### config.mk
export PLATFORM = sky130hd
export DESIGN_NAME = mem_arbiter
export DESIGN_NICKNAME = d
export VERILOG_FILES = /design/src/rtl/mem_arb_pkg.sv /design/src/rtl/mem_arb_watchdog.sv /design/src/rtl/mem_arbiter.sv
export SDC_FILE = /design/constraint.sdc
export NUM_CORES = 1
export LEC_CHECK = 0
export CAP_MARGIN = 20
export CORE_MARGIN = 5
export CORE_UTILIZATION = 44
export CTS_CLUSTER_DIAMETER = 50
export DETAILED_ROUTE_END_ITERATION = 10
export GPL_TIMING_DRIVEN = 0
export PLACE_DENSITY = 0.95
export SETUP_SLACK_MARGIN = 0.15
export SKIP_CTS_REPAIR_TIMING = 1
export SLEW_MARGIN = 20
export SYNTH_ARGS = -nofsm -noshare
export SYNTH_HDL_FRONTEND = slang
export SYNTH_SLANG_ARGS = --single-unit
### constraint.sdc
create_clock -name clk -period 2.9 [get_ports clk]
set_input_delay 0.58 -clock clk [delete_from_list [all_inputs] [get_ports clk]]
set_output_delay 0.58 -clock clk [all_outputs]
set_load 0.005 [all_outputs]
### src/rtl/mem_arb_pkg.sv
// mem_arb_pkg: shared state encoding, grant IDs and defaults for the RAM2 two-master arbiter.
package mem_arb_pkg;
  typedef enum logic [1:0] {IDLE, BUSY_I, BUSY_D, DONE} state_t;
  localparam logic PORT_I = 1'b0;
  localparam logic PORT_D = 1'b1;
  localparam int ADDR_W_DEF = 16;
  localparam int DATA_W_DEF = 16;
  localparam logic [15:0] TIMEOUT_RDATA = 16'hFFFF;
endpackage

### src/rtl/mem_arb_watchdog.sv
// mem_arb_watchdog: 8-bit busy-cycle counter that flags when a RAM2 access has run for TIMEOUT cycles.
module mem_arb_watchdog
  import mem_arb_pkg::*;
#(
  parameter int TIMEOUT = 255
) (
  input  logic clk,
  input  logic rst,
  input  logic i_clr,
  input  logic i_inc,
  output logic o_expired
);
  logic [7:0] r_cnt;
  always_ff @(posedge clk or negedge rst) begin
    if (!rst) r_cnt <= '0;
    else if (i_clr) r_cnt <= '0;
    else if (i_inc) r_cnt <= r_cnt + 8'd1;
  end
  // Fires in the TIMEOUT-th busy cycle so the abort lands on that cycle's edge.
  assign o_expired = i_inc && (r_cnt == 8'(TIMEOUT - 1));
endmodule

### src/rtl/mem_arbiter.sv
// mem_arbiter: round-robin merge of fetch and load/store ports onto RAM2 with registered RAM-side outputs.
// Optional watchdog abort enabled by defining MEM_ARB_TIMEOUT_EN.
module mem_arbiter
  import mem_arb_pkg::*;
#(
  parameter int ADDR_W  = ADDR_W_DEF,
  parameter int DATA_W  = DATA_W_DEF,
  parameter int TIMEOUT = 255
) (
  input  logic              clk,
  input  logic              rst,
  input  logic              i_re,
  input  logic [ADDR_W-1:0] i_addr,
  output logic [DATA_W-1:0] i_rdata,
  output logic              i_ready,
  input  logic              d_re,
  input  logic              d_we,
  input  logic [ADDR_W-1:0] d_addr,
  input  logic [DATA_W-1:0] d_wdata,
  output logic [DATA_W-1:0] d_rdata,
  output logic              d_ready,
  output logic              m_re,
  output logic              m_we,
  output logic [ADDR_W-1:0] m_addr,
  output logic [DATA_W-1:0] m_wdata,
  input  logic [DATA_W-1:0] m_rdata,
  input  logic              m_ready,
  output logic              err
);
  if (TIMEOUT < 1 || TIMEOUT > 255) begin : g_bad_timeout
    $error("TIMEOUT must fit the 8-bit watchdog counter");
  end
  state_t r_state, n_state;
  logic r_last, n_last;
  logic r_m_re, n_m_re, r_m_we, n_m_we;
  logic [ADDR_W-1:0] r_m_addr, n_m_addr;
  logic [DATA_W-1:0] r_m_wdata, n_m_wdata;
  logic [DATA_W-1:0] r_i_rdata, n_i_rdata, r_d_rdata, n_d_rdata;
  logic r_i_ready, n_i_ready, r_d_ready, n_d_ready, r_err, n_err;
  logic w_d_req, w_gnt_i, w_gnt_d, w_expired;
  assign w_d_req = d_re | d_we;
  // Data wins only when fetch is idle or fetch was served last.
  assign w_gnt_d = w_d_req && (!i_re || r_last == PORT_I);
  assign w_gnt_i = i_re && !w_gnt_d;
`ifdef MEM_ARB_TIMEOUT_EN
  logic w_busy;
  assign w_busy = (r_state == BUSY_I) || (r_state == BUSY_D);
  mem_arb_watchdog #(.TIMEOUT(TIMEOUT)) u_watchdog (
    .clk      (clk),
    .rst      (rst),
    .i_clr    (r_state == IDLE),
    .i_inc    (w_busy),
    .o_expired(w_expired)
  );
`else
  assign w_expired = 1'b0;
`endif
  always_comb begin
    n_state   = r_state;
    n_last    = r_last;
    n_m_re    = r_m_re;
    n_m_we    = r_m_we;
    n_m_addr  = r_m_addr;
    n_m_wdata = r_m_wdata;
    n_i_rdata = r_i_rdata;
    n_d_rdata = r_d_rdata;
    n_i_ready = 1'b0;
    n_d_ready = 1'b0;
    n_err     = 1'b0;
    case (r_state)
      IDLE: begin
        if (w_gnt_i) begin
          n_state  = BUSY_I;
          n_last   = PORT_I;
          n_m_re   = 1'b1;
          n_m_we   = 1'b0;
          n_m_addr = i_addr;
        end else if (w_gnt_d) begin
          n_state   = BUSY_D;
          n_last    = PORT_D;
          n_m_re    = !d_we;
          n_m_we    = d_we;
          n_m_addr  = d_addr;
          n_m_wdata = d_wdata;
        end
      end
      BUSY_I, BUSY_D: begin
        if (m_ready || w_expired) begin
          n_state = DONE;
          n_m_re  = 1'b0;
          n_m_we  = 1'b0;
          n_err   = !m_ready;
          if (r_state == BUSY_I) begin
            n_i_ready = 1'b1;
            n_i_rdata = m_ready ? m_rdata : DATA_W'(TIMEOUT_RDATA);
          end else begin
            n_d_ready = 1'b1;
            n_d_rdata = !r_m_re ? r_d_rdata : m_ready ? m_rdata : DATA_W'(TIMEOUT_RDATA);
          end
        end
      end
      default: n_state = IDLE;
    endcase
  end
  always_ff @(posedge clk or negedge rst) begin
    if (!rst) begin
      r_state   <= IDLE;
      r_last    <= PORT_D;
      r_m_re    <= 1'b0;
      r_m_we    <= 1'b0;
      r_m_addr  <= '0;
      r_m_wdata <= '0;
      r_i_rdata <= '0;
      r_d_rdata <= '0;
      r_i_ready <= 1'b0;
      r_d_ready <= 1'b0;
      r_err     <= 1'b0;
    end else begin
      r_state   <= n_state;
      r_last    <= n_last;
      r_m_re    <= n_m_re;
      r_m_we    <= n_m_we;
      r_m_addr  <= n_m_addr;
      r_m_wdata <= n_m_wdata;
      r_i_rdata <= n_i_rdata;
      r_d_rdata <= n_d_rdata;
      r_i_ready <= n_i_ready;
      r_d_ready <= n_d_ready;
      r_err     <= n_err;
    end
  end
  assign m_re    = r_m_re;
  assign m_we    = r_m_we;
  assign m_addr  = r_m_addr;
  assign m_wdata = r_m_wdata;
  assign i_rdata = r_i_rdata;
  assign d_rdata = r_d_rdata;
  assign i_ready = r_i_ready;
  assign d_ready = r_d_ready;
  assign err     = r_err;
endmodule

==> metrics.log <==
[metrics] number of clock sinks: 71
[metrics] detail-routed net length per standard cell: 16.5 um
[metrics] Worst Setup Path Type: flip-flop to flip-flop
[metrics] R2R cell count: 6
[metrics] share of the core filled with cells: 69.9%
[metrics] initial core utilization: 44.4%
[metrics] via count of the first global-routing pass: 2538
[metrics] placement-stage cell area: 4450 um2
[metrics] Slowest cell on crit path: dfrtp_1
[metrics] average instance area after synthesis: 12.8 um2
[metrics] Pwr Density: 1040 nW/um2
[metrics] Ys Warns: 0
[metrics] outcome: finished, final reports clean
[metrics] Post-Route Setup TNS: 0 ns
[metrics] critical path data required time: 3.11 ns
[metrics] first-pass GRT wire length: 12200 um
[metrics] final design instance area without fill: 4670 um2
[metrics] unrepaired setup endpoints after global routing: false
[metrics] Post-synth top cells: dfrtp_1 (70), mux2_2 (48), o21ai_0 (18)
[metrics] number of buffers added on ports: 136
[metrics] net switching fraction of the power: 29.7%
[metrics] vias after detailed routing: 2417
[metrics] data arrival at the endpoint of the critical path: 2.34 ns
[metrics] number of buffers between clock root and the deepest sink: 2
[metrics] fin. max-slew vios: 0
[metrics] number of maximum-capacitance violations: 0
[metrics] top cell type by total area after synthesis: dfrtp_1
[metrics] sw power: 1.45 mW
[metrics] hold violation count in the final report: 0
[metrics] antenna viol nets, final: 0
[metrics] hold slack: 0.144 ns
[metrics] top cells by area, synth: dfrtp_1 (59%), mux2_2 (18%), a31oi_1 (3.6%)
[metrics] maximum resistive drop on vdd: 0.557 mV
[metrics] leakage power figure: 1.95 nW
[metrics] Cell Chain, Critical Path: inv_1 > ha_1 > and3b_1 > nand2_1 > buf_2 > mux2_2
[metrics] area delta synth->final: 57.7%
[metrics] Setup violations, final: 0
[metrics] die boundary width: 92.1 um
[metrics] die height: 92.1 um
[metrics] clk_lat worst skew: 0.33 ns
[metrics] syn_nets: 304
[metrics] Final Skew: 0.00807 ns
[metrics] final clock period utilization by the worst path: 73.3%
[metrics] core box area: 6680 um2
[metrics] Antenna Diode Count: 0
[metrics] number of enable-type register cells in the synthesized netlist: 0
[metrics] number of clock buffers inserted by TritonCTS: 9
[metrics] Synth top area share: 59.1%
[metrics] met2 Use GR: 30.7%
[metrics] area of the mapped netlist: 2960 um2
[metrics] cell with the most instances after synthesis: dfrtp_1
[metrics] Post-layout nets: 452
[metrics] detailed-routing iteration count for the pre-antenna-repair pass: 4
[metrics] DRT iter0 DRCs: 31
[metrics] GR Overflow Total: 0
[metrics] maximum frequency from static timing analysis: 0.470 GHz
[metrics] Filler Cells Inserted: 494
[metrics] share of total power in sequential cells: 36.0%
[metrics] crit path launch type: flip-flop
[metrics] Internal Power: 3.43 mW
[metrics] number of primary I/O pins: 139
[metrics] endpoint kind of the worst setup timing path: flip-flop
[metrics] total wire length: 7650 um
[metrics] proportion of layout cells with a drive suffix above 1: 20.8%
[metrics] number of storage elements in the synthesis netlist: 71
[metrics] min Tclk post-route: 2.13 ns
[metrics] clock share of power: 17.7%
[metrics] Post-synth top flop: dfrtp_1
[metrics] DPL Wire Length: 5870 um
[metrics] worst stage delay on the critical path: 0.38 ns
[metrics] number of design rule violations left after detail routing: 0
[metrics] path class of the lowest-slack min-delay path: primary input to async pin
[metrics] global-route met1 utilization: 21.3%
[metrics] reg-to-reg slack, setup: 0.77 ns
[metrics] GR Util met3: 6.97%
[metrics] final non-filler cell total: 464
[metrics] Placed Instances: 448
[metrics] die area: 8480 um2
[metrics] Final Wtd Congestion: 0.709
[metrics] clock input transition at the sequential cells of the worst setup and hold paths: 0.08 ns
[metrics] clock tree from TritonCTS: done
[metrics] Reg-to-Reg Start: r_state[0]
[metrics] cell count after synthesis: 231
[metrics] clock root buffer: clkbuf_8
[metrics] number of antenna violations at the first check in global routing: 0
[metrics] Std-Cell Rows: 30
[metrics] pin count of the biggest net entering global routing: 50
[metrics] Logic pwr share: 46.3%
[metrics] Reg2Reg Capture Point: d_rdata[12]
[metrics] unique cell type count in the Yosys netlist: 31
[metrics] Most Crowded Layer GR: met2
[metrics] routed vias/inst: 5.21
[metrics] crit path max fanout: 10
[metrics] post-synthesis sequential area ratio: 60.0%
[metrics] overall global routing resource usage: 18.2%
[metrics] level count of the clock H-tree: 3
[metrics] fraction of registers with async set or reset after synthesis: 100%
-- how the worst max path moves through the flow --
| stage | startpoint | endpoint | slack (ns) | depth (start not counted) |
|---|---|---|---|---|
| floorplan | r_state[0] | d_rdata[10] | 1.07 | 6 |
| global placement | rst | m_wdata[12] | -1.06 | 1 |
| detailed placement | i_re | m_wdata[10] | 0.51 | 6 |
| CTS | r_state[0] | d_rdata[12] | 0.77 | 6 |
| global route | r_state[0] | d_rdata[12] | 0.65 | 6 |
| finish | r_state[0] | d_rdata[12] | 0.77 | 6 |
-- state kept, by name, summed over array words and instances, names as in the netlist --
name,count
d_rdata,16
d_ready,1
i_rdata,16
i_ready,1
m_addr,16
m_re,1
m_wdata,16
m_we,1
r_last,1
r_state,2
-- placed cells by master (no fill, tap or decap), types with 2 or more instances in the layout --
cell type	n
clkbuf_1	8
inv_1	7
a31oi_1	17
clkbuf_8	10
buf_4	2
buf_2	5
nor2_1	16
dfrtp_1	70
clkdlybuf4s50_1	135
bufinv_16	2
nand3_1	16
o21ai_0	18
ha_1	3
nand2_1	4
mux2_2	48
-- power by group through the flow --
stage / logic [mW] / clock network [mW] / registers [mW]
4_1_cts: 2.29 / 0.885 / 1.76
3_5_place_dp: 2.28 / 0 / 1.77
6_report: 2.25 / 0.864 / 1.75
3_3_place_gp: 2.20 / 0 / 1.74
2_1_floorplan: 0.941 / 0 / 1.78
5_1_grt: 2.44 / 0.930 / 1.82
-- metal layers --
metal	share of wire [%]	wire length, um	vias to the layer above
met5	0	0	-
met4	1.5	116	0
met3	9.9	754	13
met2	49	3750	110
met1	40	3030	1175
li1	-	-	1119
-- final cells by class --
cell class	count	area (um2)	area share (%)
flip-flops and latches	71	1780	38.0
repair buffers	137	1390	29.7
multi-input cells	139	1090	23.3
clock buffers	11	141	3.03
well taps	80	100	2.14
clock inverters	5	81.3	1.74
plain buffers	14	70.1	1.50
inverters	7	26.3	0.562
-- per-stage QoR --
stage	setup slack, ns	power [mW]
after CTS	0.766	4.93
after floorplan	1.07	2.72
after global routing	0.654	5.19
final	0.773	4.87
after detailed placement	0.514	4.05
after global placement	-1.06	3.94
-- critical path: cells and delay by family, from the launching register on --
kind	cells	cell delay, ns
fa+ha+maj	1	0.37
buf+inv	2	0.41
flops	1	0.38
simple gates	2	0.48
mux	1	0.38
-- logic make-up after synthesis --
group	Yosys count	share of synthesized area (%)
buf+inv	21	3.25
mux	48	18.2
simple gates	42	7.01
compound gates	45	10.1
fa+ha+maj	3	1.27
flops	71	60.0
other cells	1	0.127
Note: power is estimated with default switching activity, not from simulation.
